**src/rtl/poola1_stream_pkg.sv**
```systemverilog
`default_nettype none
// +-------------------------------------------------------------------------+
// | poola1_stream_pkg                                                       |
// | Geometry helpers and FSM encoding for the 2x2 stride-2 pooling stream.  |
// | Revision: 1.0                                                           |
// +-------------------------------------------------------------------------+
package poola1_stream_pkg;

  function automatic int pool_size_out(input int ofm);
    return ofm / 2;
  endfunction

  // Clamped to 1 so degenerate sizes still give a legal vector width.
  function automatic int addr_width(input int pool);
    return (pool * pool > 1) ? $clog2(pool * pool) : 1;
  endfunction

  function automatic int cnt_width(input int n);
    return (n > 1) ? $clog2(n) : 1;
  endfunction

  typedef enum logic [1:0] {
    ST_IDLE = 2'd0,
    ST_RUN  = 2'd1,
    ST_DONE = 2'd2
  } state_t;

endpackage
`default_nettype wire

```
**src/rtl/poola1_stream_line_buffer.sv**
```systemverilog
`default_nettype none
// +-------------------------------------------------------------------------+
// | pool_line_buffer                                                        |
// | Half-row store of horizontal maxima; sync write, combinational read.    |
// | Revision: 1.0                                                           |
// +-------------------------------------------------------------------------+
module pool_line_buffer #(
  parameter int DATA_WIDTH = 32,
  parameter int DEPTH      = 15,
  parameter int ADDR_WIDTH = 4
) (
  input  logic                  clk,
  input  logic                  wr_en,
  input  logic [ADDR_WIDTH-1:0] wr_addr,
  input  logic [DATA_WIDTH-1:0] wr_data,
  input  logic [ADDR_WIDTH-1:0] rd_addr,
  output logic [DATA_WIDTH-1:0] rd_data
);

  logic [DATA_WIDTH-1:0] r_mem [DEPTH];

  always_ff @(posedge clk) begin
    if (wr_en) begin
      r_mem[wr_addr] <= wr_data;
    end
  end

  assign rd_data = r_mem[rd_addr];

endmodule
`default_nettype wire

```
**src/rtl/poola1_stream.sv**
```systemverilog
`default_nettype none
// +-------------------------------------------------------------------------+
// | poola1_stream                                                           |
// | On-the-fly 2x2 stride-2 max pooling into per-filter IFM banks.          |
// | Revision: 1.0                                                           |
// +-------------------------------------------------------------------------+
module poola1_stream
  import poola1_stream_pkg::*;
#(
  parameter int DATA_WIDTH        = 32,
  parameter int OFM_SIZE          = 30,
  parameter int NUMBER_OF_FILTERS = 8,
  parameter int POOL_SIZE_OUT     = pool_size_out(OFM_SIZE),
  parameter int ADDRESS_SIZE_NEXT = addr_width(POOL_SIZE_OUT)
) (
  input  logic                         clk,
  input  logic                         reset,
  input  logic                         start,
  input  logic [DATA_WIDTH-1:0]        data_in,
  input  logic                         data_valid,
  output logic [DATA_WIDTH-1:0]        out_data,
  output logic [ADDRESS_SIZE_NEXT-1:0] out_address,
  output logic [NUMBER_OF_FILTERS-1:0] out_enable_write,
  output logic                         map_done,
  output logic                         pool_done,
  output logic                         busy
);

  localparam int c_CNT_W  = cnt_width(OFM_SIZE);
  localparam int c_FILT_W = cnt_width(NUMBER_OF_FILTERS);
  localparam int c_LB_AW  = cnt_width(POOL_SIZE_OUT);
  localparam logic [c_CNT_W-1:0]           c_LAST_POS  = c_CNT_W'(OFM_SIZE - 1);
  localparam logic [c_FILT_W-1:0]          c_LAST_FILT = c_FILT_W'(NUMBER_OF_FILTERS - 1);
  localparam logic [ADDRESS_SIZE_NEXT-1:0] c_LAST_ADDR =
    ADDRESS_SIZE_NEXT'(POOL_SIZE_OUT * POOL_SIZE_OUT - 1);

  state_t                         r_state;
  state_t                         w_state_next;
  logic [c_CNT_W-1:0]             r_col;
  logic [c_CNT_W-1:0]             r_row;
  logic [c_FILT_W-1:0]            r_filt;
  logic [ADDRESS_SIZE_NEXT-1:0]   r_wr_addr;
  logic [DATA_WIDTH-1:0]          r_hold;
  logic [DATA_WIDTH-1:0]          r_out_data;
  logic [ADDRESS_SIZE_NEXT-1:0]   r_out_address;
  logic [NUMBER_OF_FILTERS-1:0]   r_out_we;
  logic                           r_map_done;
  logic [DATA_WIDTH-1:0]          w_hmax;
  logic [DATA_WIDTH-1:0]          w_vmax;
  logic [DATA_WIDTH-1:0]          w_lb_rd;
  logic [c_LB_AW-1:0]             w_lb_addr;
  logic [NUMBER_OF_FILTERS-1:0]   w_onehot;
  logic                           w_pix;
  logic                           w_col_last;
  logic                           w_row_last;
  logic                           w_last_pix;
  logic                           w_lb_wr;
  logic                           w_emit;
  logic                           w_busy;
  logic                           w_pool_done;

  assign w_pix      = (r_state == ST_RUN) && data_valid;
  assign w_col_last = (r_col == c_LAST_POS);
  assign w_row_last = (r_row == c_LAST_POS);
  assign w_last_pix = w_pix && w_col_last && w_row_last && (r_filt == c_LAST_FILT);

  // Strict greater-than keeps the earlier pixel on ties in both directions.
  assign w_hmax    = (data_in > r_hold) ? data_in : r_hold;
  assign w_vmax    = (w_hmax > w_lb_rd) ? w_hmax : w_lb_rd;
  assign w_lb_addr = c_LB_AW'(r_col >> 1);
  assign w_lb_wr   = w_pix && r_col[0] && !r_row[0];
  assign w_emit    = w_pix && r_col[0] && r_row[0];

  always_comb begin
    w_onehot = '0;
    for (int i = 0; i < NUMBER_OF_FILTERS; i++) begin
      w_onehot[i] = (r_filt == c_FILT_W'(i));
    end
  end

  pool_line_buffer #(
    .DATA_WIDTH (DATA_WIDTH),
    .DEPTH      (POOL_SIZE_OUT),
    .ADDR_WIDTH (c_LB_AW)
  ) u_line_buffer (
    .clk     (clk),
    .wr_en   (w_lb_wr),
    .wr_addr (w_lb_addr),
    .wr_data (w_hmax),
    .rd_addr (w_lb_addr),
    .rd_data (w_lb_rd)
  );

  always_ff @(posedge clk or negedge reset) begin
    if (!reset) begin
      r_state <= ST_IDLE;
    end else begin
      r_state <= w_state_next;
    end
  end

  always_comb begin
    w_state_next = r_state;
    w_busy       = 1'b0;
    w_pool_done  = 1'b0;
    case (r_state)
      ST_IDLE: begin
        if (start) begin
          w_state_next = ST_RUN;
        end
      end
      ST_RUN: begin
        w_busy = 1'b1;
        if (w_last_pix) begin
          w_state_next = ST_DONE;
        end
      end
      ST_DONE: begin
        w_pool_done  = 1'b1;
        w_state_next = ST_IDLE;
      end
      default: w_state_next = ST_IDLE;
    endcase
  end

  always_ff @(posedge clk or negedge reset) begin
    if (!reset) begin
      r_col     <= '0;
      r_row     <= '0;
      r_filt    <= '0;
      r_wr_addr <= '0;
      r_hold    <= '0;
    end else if ((r_state == ST_IDLE) && start) begin
      r_col     <= '0;
      r_row     <= '0;
      r_filt    <= '0;
      r_wr_addr <= '0;
    end else if (w_pix) begin
      if (!r_col[0]) begin
        r_hold <= data_in;
      end
      if (w_emit) begin
        r_wr_addr <= r_wr_addr + 1'b1;
      end
      // Map boundary overrides the address increment above.
      if (w_col_last) begin
        r_col <= '0;
        if (w_row_last) begin
          r_row     <= '0;
          r_wr_addr <= '0;
          r_filt    <= (r_filt == c_LAST_FILT) ? '0 : r_filt + 1'b1;
        end else begin
          r_row <= r_row + 1'b1;
        end
      end else begin
        r_col <= r_col + 1'b1;
      end
    end
  end

  always_ff @(posedge clk or negedge reset) begin
    if (!reset) begin
      r_out_data    <= '0;
      r_out_address <= '0;
      r_out_we      <= '0;
      r_map_done    <= 1'b0;
    end else begin
      r_out_we   <= '0;
      r_map_done <= 1'b0;
      if (w_emit) begin
        r_out_data    <= w_vmax;
        r_out_address <= r_wr_addr;
        r_out_we      <= w_onehot;
        r_map_done    <= (r_wr_addr == c_LAST_ADDR);
      end
    end
  end

  assign out_data         = r_out_data;
  assign out_address      = r_out_address;
  assign out_enable_write = r_out_we;
  assign map_done         = r_map_done;
  assign pool_done        = w_pool_done;
  assign busy             = w_busy;

endmodule
`default_nettype wire

```
**config.mk**
```make
export PLATFORM = sky130hd
export DESIGN_NAME = poola1_stream
export DESIGN_NICKNAME = d
export VERILOG_FILES = /design/src/rtl/poola1_stream_pkg.sv /design/src/rtl/poola1_stream_line_buffer.sv /design/src/rtl/poola1_stream.sv
export SDC_FILE = /design/constraint.sdc
export NUM_CORES = 1
export LEC_CHECK = 0
export CAP_MARGIN = 10
export CORE_AREA = 2 2 287 204
export DETAILED_ROUTE_END_ITERATION = 10
export DIE_AREA = 0 0 289 206
export GPL_ROUTABILITY_DRIVEN = 0
export SLEW_MARGIN = 20
export SYNTH_ARGS = -nofsm -noshare
export SYNTH_HDL_FRONTEND = slang
export SYNTH_HIERARCHICAL = 1
export SYNTH_SLANG_ARGS = --single-unit
```
**constraint.sdc**
```tcl
create_clock -name clk -period 6 [get_ports clk]
set_input_delay 0.6 -clock clk [delete_from_list [all_inputs] [get_ports clk]]
set_output_delay 0.6 -clock clk [all_outputs]
set_load 0.05 [all_outputs]
```
==> impl_metrics.json <==
{
  "drcViolationCount": 0,
  "dr.pass1.iters": 5,
  "synthesis.nets": 1708,
  "worst_pin_slew_ps": 1090,
  "postCtsSetupBuffers": 0,
  "rsz0062_at_grt": "false",
  "ys_warn_count": 6,
  "hold_viol_final": 0,
  "clock_sinks": 584,
  "critPathMaxFanout": 32,
  "path_clk_slew_ps": 60,
  "initial_core_util": 0.434,
  "placed_cells": 2449,
  "outcome": "finished, final reports clean",
  "drive_gt1_frac": 0.164,
  "synth_area_leaders": "edfxtp_1 58%, dfrtp_1 10%, mux4_2 8.3%, ha_1 3.8%, mux2i_1 2.8%",
  "cts_tree": "yes",
  "fillers": 4849,
  "setup_tns_ps": 0,
  "num_io_pins": 87,
  "min_period_over_period": 0.919,
  "arrival_ps": 6010,
  "core_area_um2": 57200,
  "grt_max_degree": 68,
  "antenna_found_initial": 0,
  "min_path_type": "in -> async",
  "die-area_um2": 59500,
  "row_count": 74,
  "die_w_um": 289,
  "async_flop_share": 0.178,
  "grt_pass1_wl_um": 93100,
  "via_count": 14500,
  "cts_buffers": 54,
  "grtUsageTotal": 0.213,
  "synth_flop_cell": "edfxtp_1",
  "yosys_register_bits": 584,
  "vias_per_cell": 5.70,
  "critPathCaptureType": "flip-flop",
  "io_buffers": 86,
  "vdd_ir_drop_max_v": 0.000279,
  "n_antenna_cell": 0,
  "post-route-util": 0.504,
  "slew_viol_final": 0,
  "cts_root_buffer": "clkbuf_16",
  "first_global_vias": 14400,
  "finalNonFillerCells": 2552,
  "grt_overflow": 0,
  "postCtsHoldBufs": 0,
  "powerDensity_nw_per_um2": 505,
  "critPathLaunchType": "input port",
  "finClkSkew_ps": 12.8,
  "syn-instance-count": 1596,
  "reg2reg_depth": 20,
  "leakagePower_nw": 10.3,
  "synth_top_cell_area_share": 0.580,
  "dp_hpwl_um": 39500,
  "final.min_clock_period_ps": 5510,
  "synth_enable_flop_cells": 480,
  "clk_latency_ps": 590,
  "total_power_mw": 14.5,
  "cts_resized": 0,
  "ant_nets": 0,
  "fmax_ghz": 0.181,
  "fp.dieH_um": 206,
  "slew_headroom": 0.271,
  "synth_area_leader_cell": "edfxtp_1",
  "netlist_area_um2": 24800,
  "crit_required_ps": 6500,
  "criticalPathCategory": "in -> reg",
  "post_drt_wl_per_cell_um": 24.5,
  "ys_seq_area_frac": 0.685,
  "drv_cap": 0,
  "setup_viol": 0,
  "final_nets": 1859,
  "cts_max_path_buffers": 3,
  "syn_area_per_cell_um2": 15.6,
  "syn_to_final_growth_pct": 16.1,
  "drt_iter0_markers": 1288,
  "htreeDepth": 2,
  "yosysUniqueCellTypes": 56,
  "hold_slack_ps": 150,
  "drt_wl_total_um": 62500
}
==> worst max-delay path: stages <==
cell	delay [ps]
clkdlybuf4s50_1	430
ha_1	330
nand4_1	160
or3_1	470
or4_4	570
nor3_2	160
o21bai_4	280
buf_4	350
mux2i_1	340
buf_4	200
inv_1	60
ha_1	290
a21oi_1	130
o21ai_0	190
a211oi_1	220
nor2_1	130
a2111oi_4	310
buf_4	440
o211ai_1	180
o211ai_1	160
==> per-layer routing <==
layer  GRT usage  routed length [µm]
met3      0.0287                3730
met4      0.0475                1160
met2       0.331               28900
met5           0                   0
met1       0.320               28700
==> sequential cells by signal, indices dropped and copies added, names as in the netlist <==
register,cells
r_filt,3
out_data,32
r_row,5
r_state,2
r_hold,32
out_enable_write,8
r_wr_addr,8
map_done,1
out_address,8
r_col,5
u_line_buffer/r_mem,480
==> cells in the final DEF, fill, tap and decap left out, drive strengths merged, types with 31 or more instances in the layout <==
master         synthesis  final
edfxtp               480    480
nand2                154    154
inv                  105    106
dfrtp                104    104
mux4                  92     92
o211ai                91     91
buf                   42     87
clkdlybuf4s50          0     85
ha                    76     76
mux2i                 70     70
o21ai                 66     66
clkbuf                35     66
a21oi                 61     61
nor2                  60     60
a22oi                 31     31
==> synth_stat cells (2+ instances only) <==
cell and count:
a221oi_1 2, nand2b_1 9, buf_1 2, buf_4 7
nor3b_1 2, o22ai_1 4, and3_1 8, nor2_1 60
a211oi_1 2, nand3b_1 3, a211o_1 5, dfrtp_1 104
a21oi_1 61, nor2b_1 10, o211ai_1 90, nand3_1 14
nand4_1 11, and4_1 5, mux2_2 2, o21ai_0 64
or3_1 3, buf_6 7, inv_1 105, buf_2 23
xor2_1 2, nor3_1 14, mux2i_1 70, edfxtp_1 480
a22oi_1 30, a31oi_1 9, or4_1 2, nand2_1 154
and2_1 3, ha_1 76, o31ai_1 3, o21ai_1 2
a21o_1 3, clkbuf_1 34, mux4_2 92, buf_12 3
==> stage by stage <==
step / area, µm² / setup slack (ps)
4_1_cts: 28800 / 514
2_1_floorplan: 24800 / 793
6_report: 28800 / 489
5_1_grt: 28800 / 176
3_3_place_gp: 27000 / 59.6
3_5_place_dp: 27000 / -75.0
==> cells by family (layout without fill, tap and decap cells) <==
group | Yosys count | in the layout | share of synthesized area
buf+inv | 182 | 378 | 0.0339
simple gates | 306 | 306 | 0.0557
mux | 164 | 164 | 0.113
fa+ha+maj | 76 | 76 | 0.0383
xor+xnor | 2 | 2 | 0.000706
compound gates | 282 | 282 | 0.0736
flops | 584 | 584 | 0.685
==> layout make-up <==
| class | instances | area [µm²] | area share |
|---|---|---|---|
| well taps | 760 | 951 | 0.0330 |
| clock buffers | 66 | 1470 | 0.0510 |
| inverters | 105 | 394 | 0.0137 |
| clock inverters | 35 | 260 | 0.00903 |
| flip-flops and latches | 584 | 17000 | 0.591 |
| multi-input cells | 830 | 7110 | 0.247 |
| repair buffers | 172 | 1610 | 0.0557 |
==> path summary, 6_finish.rpt <==
kind                           startpoint                  end  slack [ps]
min in group clk           out_address[4]       out_address[4]         480
min reg2reg                out_address[4]       out_address[4]         480
max in group asynchronous           reset         out_data[16]        4730
max                           data_in[30]         out_data[21]         490
min                                 reset  out_enable_write[6]         150
max reg2reg                    r_hold[30]         out_data[21]         560
==> power by group <==
part	leakage [nW]	switching, mW	internal [mW]
Sequential	5.64	0.418	5.26
Combinational	3.80	3.47	2.02
Clock	0.850	1.50	1.87
Power figures use the tool's default switching activity.
